<file path="config.mk">
export PLATFORM = sky130hd
export DESIGN_NAME = axi4l_arb2
export DESIGN_NICKNAME = d
export VERILOG_FILES = /design/src/rtl/axi4l_arb2.sv
export SDC_FILE = /design/constraint.sdc
export NUM_CORES = 1
export LEC_CHECK = 0
export ABC_AREA = 1
export BUFFER_PORTS_ARGS = -buffer_cell sky130_fd_sc_hd__buf_4
export CAP_MARGIN = 5
export CORE_AREA = 5 5 167 169
export DETAILED_ROUTE_END_ITERATION = 10
export DIE_AREA = 0 0 172 174
export PLACE_DENSITY = 0.49
export SYNTH_ARGS = -nofsm -noshare
export SYNTH_HDL_FRONTEND = slang
export SYNTH_SLANG_ARGS = --single-unit
</file>
<file path="constraint.sdc">
create_clock -name clk -period 1.3 [get_ports clk]
set_input_delay 0.195 -clock clk [delete_from_list [all_inputs] [get_ports clk]]
set_output_delay 0.195 -clock clk [all_outputs]
set_load 0.1 [all_outputs]
</file>
<file path="src/rtl/axi4l_arb2.sv">
// Two-master, one-slave AXI4-Lite arbiter.
// Grants whole transactions round-robin; the loser is held stalled.
module axi4l_arb2 #(
  parameter int ADDR_WIDTH = 32,
  parameter int DATA_WIDTH = 32
) (
  input  logic                    clk,
  input  logic                    rst,
  input  logic [ADDR_WIDTH-1:0]   s0_awaddr,
  input  logic                    s0_awvalid,
  output logic                    s0_awready,
  input  logic [DATA_WIDTH-1:0]   s0_wdata,
  input  logic [DATA_WIDTH/8-1:0] s0_wstrb,
  input  logic                    s0_wvalid,
  output logic                    s0_wready,
  output logic [1:0]              s0_bresp,
  output logic                    s0_bvalid,
  input  logic                    s0_bready,
  input  logic [ADDR_WIDTH-1:0]   s0_araddr,
  input  logic                    s0_arvalid,
  output logic                    s0_arready,
  output logic [DATA_WIDTH-1:0]   s0_rdata,
  output logic [1:0]              s0_rresp,
  output logic                    s0_rvalid,
  input  logic                    s0_rready,
  input  logic [ADDR_WIDTH-1:0]   s1_awaddr,
  input  logic                    s1_awvalid,
  output logic                    s1_awready,
  input  logic [DATA_WIDTH-1:0]   s1_wdata,
  input  logic [DATA_WIDTH/8-1:0] s1_wstrb,
  input  logic                    s1_wvalid,
  output logic                    s1_wready,
  output logic [1:0]              s1_bresp,
  output logic                    s1_bvalid,
  input  logic                    s1_bready,
  input  logic [ADDR_WIDTH-1:0]   s1_araddr,
  input  logic                    s1_arvalid,
  output logic                    s1_arready,
  output logic [DATA_WIDTH-1:0]   s1_rdata,
  output logic [1:0]              s1_rresp,
  output logic                    s1_rvalid,
  input  logic                    s1_rready,
  output logic [ADDR_WIDTH-1:0]   m_awaddr,
  output logic                    m_awvalid,
  input  logic                    m_awready,
  output logic [DATA_WIDTH-1:0]   m_wdata,
  output logic [DATA_WIDTH/8-1:0] m_wstrb,
  output logic                    m_wvalid,
  input  logic                    m_wready,
  input  logic [1:0]              m_bresp,
  input  logic                    m_bvalid,
  output logic                    m_bready,
  output logic [ADDR_WIDTH-1:0]   m_araddr,
  output logic                    m_arvalid,
  input  logic                    m_arready,
  input  logic [DATA_WIDTH-1:0]   m_rdata,
  input  logic [1:0]              m_rresp,
  input  logic                    m_rvalid,
  output logic                    m_rready,
  output logic [1:0]              grant,
  output logic                    busy
);

  typedef enum logic [2:0] {
    IDLE, WADDR, WRESP, RADDR, RRESP
  } state_t;

  state_t     state, state_n;
  logic [1:0] grant_n;
  logic       last, last_n;
  logic       aw_done, aw_done_n;
  logic       w_done, w_done_n;
  logic       win, req0, req1;
  logic       in_wa, in_wr, in_ra, in_rr;
  logic       sel;

  assign sel   = grant[1];
  assign busy  = (state != IDLE);
  assign in_wa = (state == WADDR);
  assign in_wr = (state == WRESP);
  assign in_ra = (state == RADDR);
  assign in_rr = (state == RRESP);
  assign req0  = s0_awvalid | s0_arvalid;
  assign req1  = s1_awvalid | s1_arvalid;

  // slave side: granted master's channels, gated by phase
  always_comb begin
    m_awaddr  = '0;
    m_awvalid = 1'b0;
    m_wdata   = '0;
    m_wstrb   = '0;
    m_wvalid  = 1'b0;
    m_bready  = 1'b0;
    m_araddr  = '0;
    m_arvalid = 1'b0;
    m_rready  = 1'b0;
    if (in_wa) begin
      m_awaddr  = sel ? s1_awaddr : s0_awaddr;
      m_awvalid = ~aw_done &
                  (sel ? s1_awvalid : s0_awvalid);
      m_wdata   = sel ? s1_wdata : s0_wdata;
      m_wstrb   = sel ? s1_wstrb : s0_wstrb;
      m_wvalid  = ~w_done &
                  (sel ? s1_wvalid : s0_wvalid);
    end
    if (in_wr)
      m_bready = sel ? s1_bready : s0_bready;
    if (in_ra) begin
      m_araddr  = sel ? s1_araddr : s0_araddr;
      m_arvalid = sel ? s1_arvalid : s0_arvalid;
    end
    if (in_rr)
      m_rready = sel ? s1_rready : s0_rready;
  end

  logic                  awr, wr, bv, arr, rv;
  logic [1:0]            br, rr;
  logic [DATA_WIDTH-1:0] rd;

  assign awr = in_wa & ~aw_done & m_awready;
  assign wr  = in_wa & ~w_done & m_wready;
  assign bv  = in_wr & m_bvalid;
  assign br  = in_wr ? m_bresp : 2'b00;
  assign arr = in_ra & m_arready;
  assign rv  = in_rr & m_rvalid;
  assign rr  = in_rr ? m_rresp : 2'b00;
  assign rd  = in_rr ? m_rdata : '0;

  assign s0_awready = grant[0] & awr;
  assign s0_wready  = grant[0] & wr;
  assign s0_bvalid  = grant[0] & bv;
  assign s0_bresp   = grant[0] ? br : 2'b00;
  assign s0_arready = grant[0] & arr;
  assign s0_rvalid  = grant[0] & rv;
  assign s0_rresp   = grant[0] ? rr : 2'b00;
  assign s0_rdata   = grant[0] ? rd : '0;
  assign s1_awready = grant[1] & awr;
  assign s1_wready  = grant[1] & wr;
  assign s1_bvalid  = grant[1] & bv;
  assign s1_bresp   = grant[1] ? br : 2'b00;
  assign s1_arready = grant[1] & arr;
  assign s1_rvalid  = grant[1] & rv;
  assign s1_rresp   = grant[1] ? rr : 2'b00;
  assign s1_rdata   = grant[1] ? rd : '0;

  always_comb begin
    state_n   = state;
    grant_n   = grant;
    last_n    = last;
    aw_done_n = aw_done;
    w_done_n  = w_done;
    win       = 1'b0;
    unique case (state)
      IDLE: begin
        if (req0 | req1) begin
          win       = (req0 & req1) ? ~last : req1;
          grant_n   = win ? 2'b10 : 2'b01;
          last_n    = win;
          aw_done_n = 1'b0;
          w_done_n  = 1'b0;
          state_n   = (win ? s1_awvalid : s0_awvalid)
                      ? WADDR : RADDR;
        end
      end
      WADDR: begin
        aw_done_n = aw_done | (m_awvalid & m_awready);
        w_done_n  = w_done | (m_wvalid & m_wready);
        if (aw_done_n & w_done_n) begin
          state_n   = WRESP;
          aw_done_n = 1'b0;
          w_done_n  = 1'b0;
        end
      end
      WRESP: begin
        if (m_bvalid & m_bready) begin
          state_n = IDLE;
          grant_n = 2'b00;
        end
      end
      RADDR: begin
        if (m_arvalid & m_arready)
          state_n = RRESP;
      end
      RRESP: begin
        if (m_rvalid & m_rready) begin
          state_n = IDLE;
          grant_n = 2'b00;
        end
      end
      default: begin
        state_n = IDLE;
        grant_n = 2'b00;
      end
    endcase
  end

  always_ff @(posedge clk) begin
    if (rst) begin
      state   <= IDLE;
      grant   <= 2'b00;
      last    <= 1'b1;
      aw_done <= 1'b0;
      w_done  <= 1'b0;
    end else begin
      state   <= state_n;
      grant   <= grant_n;
      last    <= last_n;
      aw_done <= aw_done_n;
      w_done  <= w_done_n;
    end
  end

endmodule

</file>
==> impl_results.md <==
- P&R area growth vs syn: 361%
- Setup TNS: -78.51 ns
- WL final: 26500 µm
- Die H: 174 µm
- DR iter-0 viols: 120
- Sequential share of power: 0.023
- Row count: 60
- Kind of critical path: register to primary output
- Mapped cell area: 0.00282 mm²
- Sequential cell area fraction in the yosys report: 0.0568
- GRT Total Usage: 0.153
- CP required: 1.11 ns
- Clock network power share: 0.025
- Worst hold margin: 0.162 ns
- Vias/cell: 4.10
- GRT overflow: 0
- Pwr dens: 1610 mW/mm²
- Yosys reg bits: 8
- CTS Buf Count: 3
- Pins Over Slew Limit: 0
- I/O pin count: 443
- Setup violations, final: 195
- Share of cells above drive strength 1: 0.779
- DP Wirelength: 19300 µm
- H-tree levels: 1
- Initial antenna violation count: 1
- RSZ-0062 raised after global routing: yes
- Final hold vios: 0
- Final worst path period need: 1.77 ns
- First-pass DRT Iterations: 4
- Routability-driven placement congestion ratio: 0.780
- Die width: 172 µm
- Vias in the first global route: 6335
- Mean area per synthesized cell: 4.37 µm²
- Status: complete, but fails checks
- Max_slew headroom: 0.806
- Via count: 6103
- Combinational power share: 0.952
- Library cells used by synthesis: 20
- Clk pin slew, worst setup/hold paths: 0.04 ns
- Antenna Cells: 0
- Fin crit share: 1.36
- Final-stage net count: 1401
- CP arrival: 1.58 ns
- Cell-internal power: 8.32 mW
- DRC errors left: 0
- Max Freq: 564 MHz
- MaxCap Viol Count: 0
- Die area: 0.0299 mm²
- Main area contributors after synthesis: nand2_1 (39%), nor3_1 (14%), a21oi_1 (14%), inv_1 (13%), dfxtp_1 (5.7%)
- Clock Tree Buf Depth: 2
- Post-DR wirelength/cell: 17.8 µm
- Worst-Margin Slew: 0.294 ns
- Maximum fanout along the worst path: 8
- Yosys top cell by area: nand2_1
- Port bufs: 442
- Sw Pwr: 12.6 mW
- Final worst slack: -0.474 ns
- Core Region: 0.0264 mm²
- Post-CTS Hold Buffers: 0
- Sw Ratio: 0.603
- Startpoint Class: register
- Num Clock Sinks: 8
- Largest net degree at the start of global routing: 41
- Final Util: 0.492
- Worst-case vdd ir drop: 1.52 mV
- Leak: 5.89 nW
- First-pass GRT wire length: 36300 µm
- CTS tree: yes
- Clock latency on the worst-skew pair: 0.23 ns
- Hold Crit Class: input port to register
- ANT nets after route: 0
- Syn Nets: 899
- Clock Skew: 0.00291 ns
- Synth Instances: 646
- Root Buffer: clkbuf_16
- Synth warn: 0
- CP endpoint kind: primary output
- Fillers: 2356
- Yosys top cell area share: 0.388
- Failing checks: setup timing
- Initial Util: 0.107
-- through the flow --
stage / worst slack (ns) / area, µm² / std cells / power [mW]
final: -0.474 / 13000 / 1488 / 21.0
after global routing: -0.531 / 13000 / 1488 / 21.8
after CTS: -0.465 / 11700 / 1454 / 18.8
after detailed placement: -0.396 / 9220 / 1442 / 15.5
after global placement: -0.382 / 9220 / 1442 / 15.5
after floorplan: -1.02 / 5260 / 646 / 12.0
-- cell usage after synthesis (all sizes together) --
library cell,n
buf,23
dfxtp,8
clkinv,1
clkbuf,25
and2,1
nand2,292
nor2,18
inv,102
nor3,81
a21oi,77
o21ai,5
nand3,11
a211oi,1
nand4,1
-- power by group through the flow --
stage / logic (mW) / registers, mW / clock network (mW)
after CTS: 17.8 / 0.470 / 0.546
after detailed placement: 15.0 / 0.449 / 0
after global routing: 20.7 / 0.489 / 0.564
final: 20.0 / 0.478 / 0.531
after global placement: 15.0 / 0.452 / 0
after floorplan: 11.3 / 0.616 / 0
-- repair_timing --
item / 4_1_cts / 5_1_grt
cloned: 6 / 19
setup buffers: 2 / 15
pin swaps: 24 / 63
endpoints found under the setup margin: 196 / 197
gates resized for setup: 552 / 190
-- area by class of cell --
| type | instances | area (µm²) | share of cell area |
|---|---|---|---|
| well taps | 341 | 427 | 0.0328 |
| inverters | 103 | 584 | 0.0449 |
| flip-flops and latches | 8 | 176 | 0.0136 |
| clock buffers | 4 | 78.8 | 0.00606 |
| repair inverters | 5 | 56.3 | 0.00433 |
| repair buffers | 540 | 7260 | 0.558 |
| multi-input cells | 487 | 4430 | 0.340 |
-- worst paths after layout --
check / start / endpoint / slack, ns / depth (start not counted)
max: state[1]$_SDFFE_PP0P_ / s0_rdata[27] / -0.47 / 6
min reg2reg: last$_SDFFE_PP1P_ / last$_SDFFE_PP1P_ / 0.45 / 2
max reg2reg: grant[1]$_SDFFE_PP0P_ / aw_done$_SDFFE_PP0P_ / -0.31 / 9
min: rst / grant[1]$_SDFFE_PP0P_ / 0.16 / 2
-- per-layer routing --
metal	track usage	routed length, µm	part of all wire
met2	0.289	14500	0.55
met5	0	13	0.00049
met1	0.169	9410	0.35
met3	0.0528	2270	0.086
met4	0.0180	320	0.012
-- state kept, by name, summed over array words and instances (netlist names) --
name	cells
aw_done	1
grant	2
w_done	1
state	3
last	1
-- cell usage in the layout (no fill, tap or decap), drive strengths merged --
cell type and instances:
buf 526, nand2 292, nor3 81, a21oi 77, inv 71, clkinvlp 33, clkbuf 18, nor2 18
nand3 11, dfxtp 8, o21ai 5, clkinv 4, and2 1, a211oi 1, nand4 1
-- logic make-up after synthesis --
kind of cell           count (synthesis)  synth area share
buffers and inverters                151             0.209
AND/OR/NAND/NOR                      404             0.586
flip-flops                             8            0.0568
AO/OA/AOI/OAI                         83             0.148
-- worst max-delay path, stage by stage (launching register included) --
cell,delay (ns)
dfxtp_4,0.37
nor3_4,0.18
buf_6,0.15
inv_4,0.08
clkbuf_16,0.19
nor3_4,0.18
buf_12,0.20
Note: power is estimated with default switching activity, not from simulation.
